### src/rtl/arb_rr_hold.sv
// arb_rr_hold: round-robin arbiter with a registered rotating priority
// pointer and a grant that stays stable while downstream stalls.
// Optional multi-beat lock is compiled in with `define ARB_RR_HOLD_LOCK_EN.
//
// Handshake: a beat transfers on a cycle where out_vld && out_rdy. The
// granted requester sees v_rdy high in exactly that cycle. The grant is a
// function of v_vld and registered state only; out_rdy never feeds v_grant.
module arb_rr_hold #(
   parameter int WIDTH = 4,
   parameter int IDX_W = $clog2(WIDTH)
) (
   input  logic             clk,
   input  logic             rst,
   input  logic [WIDTH-1:0] v_vld,
   input  logic [WIDTH-1:0] v_last,
   output logic [WIDTH-1:0] v_rdy,
   output logic [WIDTH-1:0] v_grant,
   output logic [IDX_W-1:0] grant_idx,
   output logic             out_vld,
   output logic             out_last,
   input  logic             out_rdy
);

   logic [WIDTH-1:0]   ptr;
   logic               hold_vld;
   logic [WIDTH-1:0]   hold_grant;
   logic [2*WIDTH-1:0] dbl_req;
   logic [2*WIDTH-1:0] dbl_gnt;
   logic [WIDTH-1:0]   fresh_grant;
   logic [WIDTH-1:0]   sel_grant;
   logic               accept;
   logic               stall;
   logic               held_drop;
   logic               end_txn;

`ifdef ARB_RR_HOLD_LOCK_EN
   logic               lock_vld;
   logic [WIDTH-1:0]   lock_grant;
`endif

   // Fresh winner: first request at or above ptr, wrapping MSB -> bit 0.
   // Duplicating the request vector lets one subtract find the wrapped bit.
   always_comb begin
      dbl_req     = {v_vld, v_vld};
      dbl_gnt     = dbl_req & ~(dbl_req - {{WIDTH{1'b0}}, ptr});
      fresh_grant = dbl_gnt[WIDTH-1:0] | dbl_gnt[2*WIDTH-1:WIDTH];
   end

   // Grant selection: lock beats hold beats fresh; a locked or held
   // requester that has dropped v_vld yields no grant this cycle.
   always_comb begin
      sel_grant = fresh_grant;
`ifdef ARB_RR_HOLD_LOCK_EN
      if (lock_vld)
         sel_grant = lock_grant;
      else if (hold_vld)
         sel_grant = hold_grant;
`else
      if (hold_vld)
         sel_grant = hold_grant;
`endif
      v_grant = sel_grant & v_vld;
   end

   // One-hot to binary index of the grant (0 when nothing is granted).
   always_comb begin
      grant_idx = '0;
      for (int i = 0; i < WIDTH; i++) begin
         if (v_grant[i])
            grant_idx = i[IDX_W-1:0];
      end
   end

   // Downstream view and per-requester accept.
   always_comb begin
      out_vld   = |v_grant;
      out_last  = |(v_grant & v_last);
      v_rdy     = v_grant & {WIDTH{out_rdy}};
      accept    = out_vld & out_rdy;
      stall     = out_vld & ~out_rdy;
      held_drop = hold_vld & ~|(hold_grant & v_vld);
`ifdef ARB_RR_HOLD_LOCK_EN
      end_txn   = out_last;
`else
      end_txn   = 1'b1;
`endif
   end

   // Pointer rotates past the winner once its transaction completes.
   always_ff @(posedge clk) begin
      if (rst)
         ptr <= {{(WIDTH-1){1'b0}}, 1'b1};
      else if (accept && end_txn)
         ptr <= {v_grant[WIDTH-2:0], v_grant[WIDTH-1]};
   end

   // Hold the grant across a stall; release on accept or when the held
   // requester withdraws its request.
   always_ff @(posedge clk) begin
      if (rst) begin
         hold_vld   <= 1'b0;
         hold_grant <= '0;
      end else if (stall) begin
         hold_vld   <= 1'b1;
         hold_grant <= v_grant;
      end else if (accept || held_drop) begin
         hold_vld   <= 1'b0;
      end
   end

`ifdef ARB_RR_HOLD_LOCK_EN
   // Keep a multi-beat burst on one requester until its last beat transfers.
   always_ff @(posedge clk) begin
      if (rst) begin
         lock_vld   <= 1'b0;
         lock_grant <= '0;
      end else if (accept) begin
         if (out_last) begin
            lock_vld   <= 1'b0;
         end else begin
            lock_vld   <= 1'b1;
            lock_grant <= v_grant;
         end
      end
   end
`endif

endmodule

### config.mk
export PLATFORM = sky130hd
export DESIGN_NAME = arb_rr_hold
export DESIGN_NICKNAME = d
export VERILOG_FILES = /design/src/rtl/arb_rr_hold.sv
export SDC_FILE = /design/constraint.sdc
export NUM_CORES = 1
export LEC_CHECK = 0
export ABC_CLOCK_PERIOD_IN_PS = 2180
export BUFFER_PORTS_ARGS = -buffer_cell sky130_fd_sc_hd__buf_2
export CAP_MARGIN = 20
export CORE_MARGIN = 2
export CORE_UTILIZATION = 45
export DETAILED_ROUTE_END_ITERATION = 16
export PLACE_DENSITY = 0.7
export SLEW_MARGIN = 40
export SYNTH_ARGS = -nofsm -noshare
export SYNTH_HDL_FRONTEND = slang
export SYNTH_SLANG_ARGS = --single-unit
### constraint.sdc
create_clock -name clk -period 2.18 [get_ports clk]
set_input_delay 0.218 -clock clk [delete_from_list [all_inputs] [get_ports clk]]
set_output_delay 0.218 -clock clk [all_outputs]
set_load 0.005 [all_outputs]
* Word-level counts from Yosys, hierarchy flattened *
Cells that the tools add are included.

storage, ports and cells
  output and inout bits = 12
  latch bits = 0
  word-level logic and storage cells = 27
  input port bits = 11
  flip-flop bits (word level) = 9
  memories kept = 0
  RAM bits = 0
  bits in read-only memories = 0

cells by class
  $lt $le $gt $ge = 0
  reductions and logical operators = 6
  shifts and indexed selects = 0
  equality and inequality tests = 0
  bitwise operators = 11
  divide/modulo/power cells = 0
  add/sub/neg operators = 1
  mux-type cells = 6
  multiply operators = 0

operators with widths
  kind                                         number
  4-bit AND                                    4
  4-bit OR reduction                           3
  8-bit AND                                    1
  8-bit NOT                                    1
  8-bit by 4-bit subtractor with 8-bit output  1
  2-bit 2-to-1 mux                             2
  4-bit 2-to-1 mux                             1
  4-bit bitwise OR                             1
  1-bit AND                                    3
  1-bit 2-to-1 mux                             3
  2-bit nonzero test                           1
  1-bit zero test                              1
  1-bit logical OR                             1
  1-bit NOT                                    1

* Depth between registers and ports, before layout *
  depth in word-level cells = 11
  mapped depth = 8

* Worst setup path after synthesis *
OpenSTA, ideal clock, no wires.

  path type = reg2out
  start point = register ptr[0]
  end point = output out_vld
  data required time = 1.962 ns
  cell stages (with the launch flop) = 9
  path buffers = 1
  arrival = 1.922 ns
  setup slack = 0.040 ns
  path through = dfxtp_1 > nor2b_2 > fa_1 > nor2b_1 > o311ai_4 > o21ai_2 > buf_6 > a21o_4 > or2_1

on the way
  cells in the longest elaborated chain, start to end = 7

ends and longest elaborated chain
  element                                      RTL line  text
  start, declared                              24        logic [WIDTH-1:0] ptr;
  start signal, assigned                       92        ptr <= {{(WIDTH-1){1'b0}}, 1'b1};
  start signal, assigned                       94        ptr <= {v_grant[WIDTH-2:0], v_grant[WIDTH-1]};
  8-bit by 4-bit subtractor with 8-bit output  45        dbl_gnt = dbl_req & ~(dbl_req - {{WIDTH{1'b0}}, ptr});
  8-bit NOT                                    45
  8-bit AND                                    45
  4-bit bitwise OR                             46        fresh_grant = dbl_gnt[WIDTH-1:0] | dbl_gnt[2*WIDTH-1:WIDTH];
  4-bit 2-to-1 mux                             59        if (hold_vld)
  4-bit AND                                    62        v_grant = sel_grant & v_vld;
  named net v_grant[2]                         17        output logic [WIDTH-1:0] v_grant,
  4-bit OR reduction                           76        out_vld = |v_grant;
  end, declared                                19        output logic out_vld,

The timed path passes the listed nets, and every way through them passes these cells.

* Worst setup path in the final report *
  start point = register ptr[0]
  end point = output out_last

on the way
  cells in the longest elaborated chain, start to end = 8

ends and longest elaborated chain
  element                                      RTL line  text
  8-bit by 4-bit subtractor with 8-bit output  45
  8-bit NOT                                    45
  8-bit AND                                    45
  4-bit bitwise OR                             46
  4-bit 2-to-1 mux                             59
  4-bit AND                                    62
  4-bit AND                                    77        out_last = |(v_grant & v_last);
  4-bit OR reduction                           77
  end, declared                                20        output logic out_last,

No other way between the ends.

==> results.toml <==
[run_status]
run_status = "finished with violations"
violations = "setup timing"

[power]
power.internal_mw = 0.558
total_power_mw = 0.920
switching_power_mw = 0.362
combPwrFrac_pct = 62.8
p_clk_share_pct = 14.7
pwr-share-seq_pct = 22.5
switching_share_pct = 39.3
ir_drop_mv = 0.467
power_density_nw_per_um2 = 674
p_leak_nw = 0.602

[worst_setup_path]
critPathLaunch = "ptr[0]"
crit_path_top_delay_cell = "fa_2"
crit_path_end = "out_last"
cp-end-kind = "primary output"
crit_cells = 8
crit_type = "reg2out"
cp_top_family = "compound AO/OA/AOI/OAI gates"
r2r-start = "ptr[0]"
path_max_fanout = 3
cp_num_buf_inv = 2
slowest_delay_ns = 0.44
cp-start-kind = "flop"
cp.required_ns = 1.96
reg2reg_depth = 9
cp.arrival_ns = 2.29
crit_chain = "nor2b_4 > fa_2 > or2_1 > o221ai_2 > a31o_2 > inv_2 > a221o_1 > buf_2"
reg2reg_slack_ns = -0.11
reg2reg_to = "ptr[3]"

[clock_network]
cts_tree = "done"
cts_root_buf = "clkbuf_4"
h-tree-depth = 1
clk_pin_slew_worst_paths_ns = 0.06
clk_path_buf_depth = 2
cts_made_buffers = 3
ctsHoldBuffers = 0
clock_sinks = 9
clk_latency_ns = 0.27

[cells_and_area]
nFillCells = 117
layout-drive-gt1-share_pct = 63.7
syn_to_final_growth_pct = 58.6
diodes = 0
design_area_um2 = 1370
instances_no_fill = 171
fin_nets = 162
final_util_pct = 77.4

[synthesis]
yosysTopAreaCell = "dfxtp_1"
ys_top_cells_by_area = "dfxtp_1, mux2i_1, ha_1"
ys_types = 49
ys_ff_latch = 9
syn_avg_cell_area_um2 = 8.97
synth_flop_cell = "dfxtp_1"
syn_area_um2 = 861
synth_nets = 111
syn_inst = 96
seq_area_frac_synth_pct = 20.9
ys_warn_count = 0
async_reset_ff_share_pct = 0
synth_top_cell_area_share_pct = 20.9
synth_edf_count = 0

[place]
gp_congestion = 0.877
hpwlAfterDp_mm = 1.91
pre_cts_ws_ns = -0.0758
placedCellCount = 154
place_area_um2 = 1080
io_buffers = 22

[timing]
tightestPinTransition_ns = 0.425
fin_ws_ns = -0.329
fmax_ghz = 0.399
fin_crit_ns = 2.51
final_max_slew_viol_count = 0
setup_tns_ns = -1.72
finalCritPeriodShare_pct = 115
timing.hold.ws_ns = 0.275
finalClockSkew_ns = 0.00597
rsz0062_at_grt = "true"
finalSetupViolCount = 10
hold_violations = 0
slew_headroom_pct = 71.6

[routing]
drt_pass1_iterations = 4
route.vias.total = 1003
dr.first_iter.drc_count = 39
final_antenna_net_count = 0
via_per_inst = 5.87
drc_errors = 0
wl_per_cell_um = 18.1
totalWireLength_mm = 3.09

[die]
dieArea_um2 = 2280
ioPinCount = 23
start_util_pct = 48.8
num_rows = 15
coreArea_um2 = 1760
die_x_um = 47.7
die_y_um = 47.7

[global_routing]
grt_usage_pct = 26.8
antenna_found_initial = 0
grt_pass1_vias = 894
grt_max_degree = 14
grt_pass1_wl_mm = 4.17
overflow = 0

[worst_hold_path]
hp-class = "in2reg"

[flow_run]
cap_violations = 0
==> synthesized netlist by cell type (all sizes together), types with 2 or more instances <==
| cell | instances |
|---|---|
| a211o | 2 |
| o32ai | 2 |
| ha | 3 |
| nand2b | 3 |
| dfxtp | 9 |
| o21a | 3 |
| buf | 3 |
| o21ai | 4 |
| nand2 | 3 |
| inv | 10 |
| a21oi | 5 |
| nor2 | 8 |
| o22ai | 2 |
| mux2i | 4 |
| or2 | 5 |
| nor2b | 3 |
| nor3 | 4 |
==> worst min path at each step <==
stage                             start       endpoint  slack (ns)  depth (start not counted)
after floorplan                     rst       hold_vld        0.38                          2
after global placement    hold_grant[3]  hold_grant[3]        0.50                          2
after detailed placement  hold_grant[3]  hold_grant[3]        0.51                          2
after CTS                           rst         ptr[1]        0.26                          2
after global routing                rst         ptr[1]        0.30                          2
final                               rst         ptr[1]        0.27                          2
==> registers in the layout (all words and copies together) (netlist names) <==
signal      count
hold_vld        1
hold_grant      4
ptr             4
==> cell type report <==
cell class	instances	area, um^2	share of cell area (%)
well taps	25	31.3	2.29
clock buffers	4	26.3	1.92
flip-flops and latches	9	184	13.5
repair buffers	50	348	25.5
inverters	11	48.8	3.57
multi-input cells	72	727	53.3
==> layer usage <==
metal  global-route usage, %  wire length, um
met5                       0                0
met4                    16.2              126
met3                    5.66              194
met2                    42.4             1490
met1                    33.3             1280
==> cells by family (layout without fill, tap and decap cells) <==
kind of cell,Yosys count,after routing,share of synthesized area (%)
AO/OA/AOI/OAI,32,32,35.2
adder cells (fa/ha/maj),4,4,6.69
buffers and inverters,15,65,9.30
flip-flops,9,9,20.9
multiplexers,5,5,6.40
AND/OR/NAND/NOR,31,31,21.5
==> timing repair <==
item | 4_1_cts | 5_1_grt
setup endpoints to repair | 12 | 19
pin swaps | 6 | 10
buffers inserted | 6 | 9
resized for setup | 13 | 27
==> power by group through the flow <==
stage | clock (mW) | sequential (mW) | combinational [mW]
after detailed placement | 0 | 0.205 | 0.397
after floorplan | 0 | 0.198 | 0.255
after global placement | 0 | 0.204 | 0.385
after global routing | 0.143 | 0.208 | 0.611
after CTS | 0.138 | 0.202 | 0.460
final | 0.136 | 0.207 | 0.578
==> cells in the final DEF, fill, tap and decap left out, types with 2 or more instances in the layout <==
cell type,instances
buf_4,24
buf_2,20
nor2_1,6
dfxtp_1,6
buf_6,6
inv_2,5
inv_1,4
a21oi_1,4
nor2b_4,3
o21a_1,3
nand2b_1,3
or2_1,3
nor3_1,3
mux2i_1,3
ha_4,3
clkbuf_4,3
dfxtp_2,3
a211o_1,2
o32ai_2,2
No activity file was read; power rests on OpenSTA's default activity.
